===== src/rtl/jtframe_joyser_tx.sv =====
// jtframe_joyser_tx: serial joystick responder emulating the PISO shift chain on JOY_DATA.
// Strobes are synchronised to clk; a load always wins over a simultaneous clock edge.
module jtframe_joyser_tx #(
    parameter int   NBITS    = 16,
    parameter int   SYNC     = 2,
    parameter logic LOAD_ACT = 1'b0
) (
    input  logic             clk,
    input  logic             rst_n,
    input  logic [NBITS-1:0] par_din,
    input  logic             joy_clk_i,
    input  logic             joy_load_i,
    output logic             joy_data_o,
    output logic             busy,
    output logic             frame_done,
    output logic [7:0]       frame_cnt
);
    localparam int CW = $clog2(NBITS + 1);

    typedef enum logic [1:0] {IDLE, LOAD, SHIFT, DONE} state_t;

    state_t           state_q, state_d;
    logic [SYNC-1:0]  ck_sync_q, ck_sync_d;
    logic [SYNC-1:0]  ld_sync_q, ld_sync_d;
    logic             ck_dly_q, ck_dly_d;
    logic [NBITS-1:0] sr_q, sr_d;
    logic [CW-1:0]    bit_cnt_q, bit_cnt_d;
    logic             frame_done_q, frame_done_d;
    logic [7:0]       frame_cnt_q, frame_cnt_d;
    logic             ld, ck_rise;

    assign ld         = ld_sync_q[SYNC-1] == LOAD_ACT;
    assign ck_rise    = ck_sync_q[SYNC-1] & ~ck_dly_q;
    assign joy_data_o = sr_q[NBITS-1];
    assign busy       = state_q == SHIFT;
    assign frame_done = frame_done_q;
    assign frame_cnt  = frame_cnt_q;

    always_comb begin
        ck_sync_d    = {ck_sync_q[SYNC-2:0], joy_clk_i};
        ld_sync_d    = {ld_sync_q[SYNC-2:0], joy_load_i};
        ck_dly_d     = ck_sync_q[SYNC-1];
        state_d      = state_q;
        sr_d         = sr_q;
        bit_cnt_d    = bit_cnt_q;
        frame_done_d = 1'b0;
        frame_cnt_d  = frame_cnt_q;
        if (ld) begin
            state_d   = LOAD;
            sr_d      = par_din;
            bit_cnt_d = '0;
        end else begin
            case (state_q)
                IDLE: state_d = IDLE;
                LOAD: state_d = SHIFT;
                SHIFT: if (ck_rise) begin
                    sr_d      = {sr_q[NBITS-2:0], 1'b1};
                    bit_cnt_d = bit_cnt_q + 1'b1;
                    if (bit_cnt_q == CW'(NBITS - 1)) begin
                        frame_done_d = 1'b1;
                        frame_cnt_d  = frame_cnt_q + 8'd1;
                        state_d      = DONE;
                    end
                end
                // keep shifting the tied-high serial input so the line idles at 1
                DONE: sr_d = ck_rise ? {sr_q[NBITS-2:0], 1'b1} : sr_q;
                default: state_d = IDLE;
            endcase
        end
    end

    always_ff @(posedge clk) begin
        if (!rst_n) begin
            ck_sync_q    <= '0;
            ld_sync_q    <= {SYNC{~LOAD_ACT}};
            ck_dly_q     <= 1'b0;
            state_q      <= IDLE;
            sr_q         <= '1;
            bit_cnt_q    <= '0;
            frame_done_q <= 1'b0;
            frame_cnt_q  <= '0;
        end else begin
            ck_sync_q    <= ck_sync_d;
            ld_sync_q    <= ld_sync_d;
            ck_dly_q     <= ck_dly_d;
            state_q      <= state_d;
            sr_q         <= sr_d;
            bit_cnt_q    <= bit_cnt_d;
            frame_done_q <= frame_done_d;
            frame_cnt_q  <= frame_cnt_d;
        end
    end
endmodule


===== config.mk =====
export PLATFORM = sky130hd
export DESIGN_NAME = jtframe_joyser_tx
export DESIGN_NICKNAME = d
export VERILOG_FILES = /design/src/rtl/jtframe_joyser_tx.sv
export SDC_FILE = /design/constraint.sdc
export NUM_CORES = 1
export LEC_CHECK = 0
export BUFFER_PORTS_ARGS = -buffer_cell sky130_fd_sc_hd__buf_2
export CAP_MARGIN = 20
export CORE_MARGIN = 2
export CORE_UTILIZATION = 55
export CTS_CLUSTER_SIZE = 30
export DETAILED_ROUTE_END_ITERATION = 12
export GPL_TIMING_DRIVEN = 0
export PLACE_DENSITY = 0.85
export SYNTH_ARGS = -nofsm -noshare
export SYNTH_HDL_FRONTEND = slang
export SYNTH_SLANG_ARGS = --single-unit

===== constraint.sdc =====
create_clock -name clk -period 3.8 [get_ports clk]
set_clock_uncertainty 0.2 [all_clocks]
set_input_delay 0.57 -clock clk [delete_from_list [all_inputs] [get_ports clk]]
set_output_delay 0.57 -clock clk [all_outputs]
set_load 0.01 [all_outputs]

==> run_results.csv <==
group,metric,value,unit
outcome,status,"complete, no violations",
global_route,overflow,0,
clock_tree,clockRootBuffer,"clkbuf_4",
setup_path,critical_path.max_fanout,10,
timing,max_freq,466,MHz
power_and_ir_drop,vdd_drop_max,0.199,mV
setup_path,critical_path_class,"register to register",
min_path,min_path_type,"input pin to register",
detailed_routing,first_iter_violations,84,
min_path,hold_depth,2,
detailed_routing,routed-via-count,1596,
clock_tree,cts_resized,0,
clock_tree,cts.clk_slew.worst_paths,0.10,ns
die,fp.dieH,59.9,µm
setup_path,slowest_stage,"dfxtp_1",
global_route,grt_pass1_wl,5930,µm
setup_path,slowest_delay,0.43,ns
timing,holdWs,0.199,ns
cells_and_area,num_antenna_cells,0,
die,start_util,57.2,%
synth,syn_area,0.00172,mm²
die,std_cell_rows,20,
setup_path,crit_required,3.87,ns
cells_and_area,layout_commonest_cell,"dfxtp_1",
timing,finalSetupViolCount,0,
cells_and_area,layout_common_cells,"dfxtp_1 (37), buf_2 (35), nand3_1 (20)",
timing,rsz0062_at_grt,"false",
timing,slew_violations,0,
die,die_w,59.9,µm
setup_path,crit_path_cell_trace,"inv_1 -> ha_1 -> buf_4 -> nor2_2 -> clkbuf_1 -> o21ai_0 -> a32oi_1",
cells_and_area,fillers,270,
global_route,met1_usage,30.1,%
die,die-area,0.00359,mm²
synth,synth_warnings,0,
global_route,use_met3,6.49,%
timing,tightest_slew,0.467,ns
die,ioPinCount,31,
power_and_ir_drop,cellPowerDensity,343,mW/mm²
setup_path,r2r_end,"sr_q[7]$_SDFFE_PN1P_",
setup_path,start_kind,"register",
setup_path,r2r_start,"state_q[0]$_SDFFE_PN0P_",
clock_tree,cts.sinks,37,
setup_path,critPathTopFamily,"buffers and inverters",
synth,yosysSeqAreaShare,43.1,%
setup_path,r2r_cells,7,
synth,netlist_instances,199,
detailed_routing,ant_nets,0,
timing,fin_crit_sh,56.4,%
power_and_ir_drop,leakage,0.762,nW
global_route,antenna_found_initial,0,
synth,ys_seq_elements,37,
flow_run,maxCapViolCount,0,
setup_path,end_kind,"register",
clock_tree,cts_hold_buf,0,
min_path,hold_start,"joy_load_i",
global_route,grt_pass1_vias,1331,
timing,fin_crit,2.14,ns
clock_tree,cts_tree,"yes",
detailed_routing,vias_per_cell,5.93,
clock_tree,clk_latency,0.35,ns
synth,synth_nets,227,
timing,max-slew-margin-rel,68.9,%
global_route,grt_max_degree,11,
cells_and_area,syn2layout_area_growth,14.3,%
setup_path,r2r_slack,1.66,ns
cells_and_area,final_net_count,264,
setup_path,path_depth,7,
clock_tree,numCtsBuffers,5,
placed_design,post-dp-hpwl,2450,µm
timing,final_hold_viol_count,0,
clock_tree,cts.htree.levels,2,
setup_path,cp_data_arrival_time,2.22,ns
setup_path,critPathBufInv,3,
clock_tree,clock_path_buffers,2,
detailed_routing,wl_per_cell,13.2,µm
global_route,grt-busiest-layer,"met2",
synth,avgSynthCellArea,8.63,µm²
min_path,hold_path_end,"ld_sync_q[0]$_SDFF_PN1_",
clock_tree,post_cts_buffers,0,
cells_and_area,drive_above_1_share,19.9,%
global_route,grt.met2_usage,31.8,%
synth,yosysUniqueCellTypes,36,
global_route,grtUsageTotal,22.1,%
placed_design,port_buffers,30,
detailed_routing,drcViolationCount,0,
detailed_routing,finalWirelength,3560,µm
die,core,0.00300,mm²
timing,fin_setup_tns,0,ns
detailed_routing,drt-pass1-iter-count,4,
placed_design,place_congestion,0.782,
[power by group]
part | switching, mW | internal (mW)
registers | 0.00558 | 0.398
logic | 0.0341 | 0.0225
clock network | 0.126 | 0.0873
total | 0.165 | 0.507
[kinds of logic (layout without fill, tap and decap cells)]
group,count (synthesis),in the layout,share of synthesized area (%)
compound gates,54,54,19.7
xor+xnor,2,2,1.02
fa+ha+maj,8,8,5.83
buf+inv,21,58,5.39
flops,37,37,43.1
mux,2,2,1.17
simple gates,75,75,23.7
[how the worst max path moves through the flow]
stage | startpoint | end | slack (ns)
final | state_q[0]$_SDFFE_PN0P_ | sr_q[7]$_SDFFE_PN1P_ | 1.66
after global routing | state_q[0]$_SDFFE_PN0P_ | sr_q[11]$_SDFFE_PN1P_ | 1.50
after CTS | state_q[0]$_SDFFE_PN0P_ | sr_q[7]$_SDFFE_PN1P_ | 1.69
after detailed placement | state_q[0]$_SDFFE_PN0P_ | sr_q[7]$_SDFFE_PN1P_ | 1.72
after global placement | bit_cnt_q[0]$_SDFFE_PN0P_ | frame_cnt[7]$_SDFFE_PN0P_ | 1.74
after floorplan | bit_cnt_q[0]$_SDFFE_PN0P_ | frame_cnt[7]$_SDFFE_PN0P_ | 1.95
[worst register-to-register path, cell delays in order, from the launching register on]
cell      delay [ns]
dfxtp_1         0.43
inv_1           0.09
ha_1            0.26
buf_4           0.19
nor2_2          0.21
clkbuf_1        0.33
o21ai_0         0.14
a32oi_1         0.21
[per-stage QoR]
stage	worst slack [ns]	instances	area, µm²	utilization [%]	total power [mW]
floorplan	1.95	199	1720	-	0.446
global placement	1.74	262	1910	63.6	0.467
detailed placement	1.72	262	1910	63.6	0.468
CTS	1.69	269	1960	65.4	0.678
global route	1.50	269	1960	65.4	0.701
finish	1.66	269	1960	65.4	0.673
[sequential cells by signal, indices dropped and copies added, names as in the netlist]
register and flops:
bit_cnt_q 5, ck_dly_q 1, ck_sync_q 2, frame_cnt 8, frame_done 1, ld_sync_q 2
sr_q 16, state_q 2
[Yosys cell counts (all sizes together)]
cell type	instances	area, µm²
a32oi	11	96.3
mux2i	2	20.0
nand3	20	100
o31ai	4	30.0
inv	7	26.3
nor2b	1	6.26
nand4b	1	8.76
and3	1	6.26
o41ai	1	8.76
ha	8	100
dfxtp	37	741
xor2	2	17.5
nor4	1	12.5
nand2b	6	37.5
or3	3	18.8
a21oi	12	60.1
and4b	1	10.0
nand3b	2	15.0
o22ai	1	6.26
o21ai	19	95.1
nand2	7	28.8
o311ai	1	8.76
a31oi	4	25.0
and2	5	31.3
clkbuf	7	26.3
buf	7	40.0
a311oi	1	8.76
nor2	20	77.6
or4	4	30.0
or2	1	6.26
nand4	2	18.8
[layout make-up]
class                      instances  area (µm²)  area share [%]
clock buffer                       7        55.1            2.80
timing repair buffer              30         150            7.64
multi-input combinational        141         885            45.0
sequential                        37         741            37.7
buffer                            14        66.3            3.38
inverter                           7        26.3            1.34
tap                               33        41.3            2.10
[metal layers]
layer	share of wire [%]	routed length (µm)	vias to the layer above
met5	0	0	-
met4	1.6	58	0
met3	6.0	213	5
met2	46	1640	45
met1	46	1650	751
li1	-	-	795
Power figures use the tool's default switching activity.
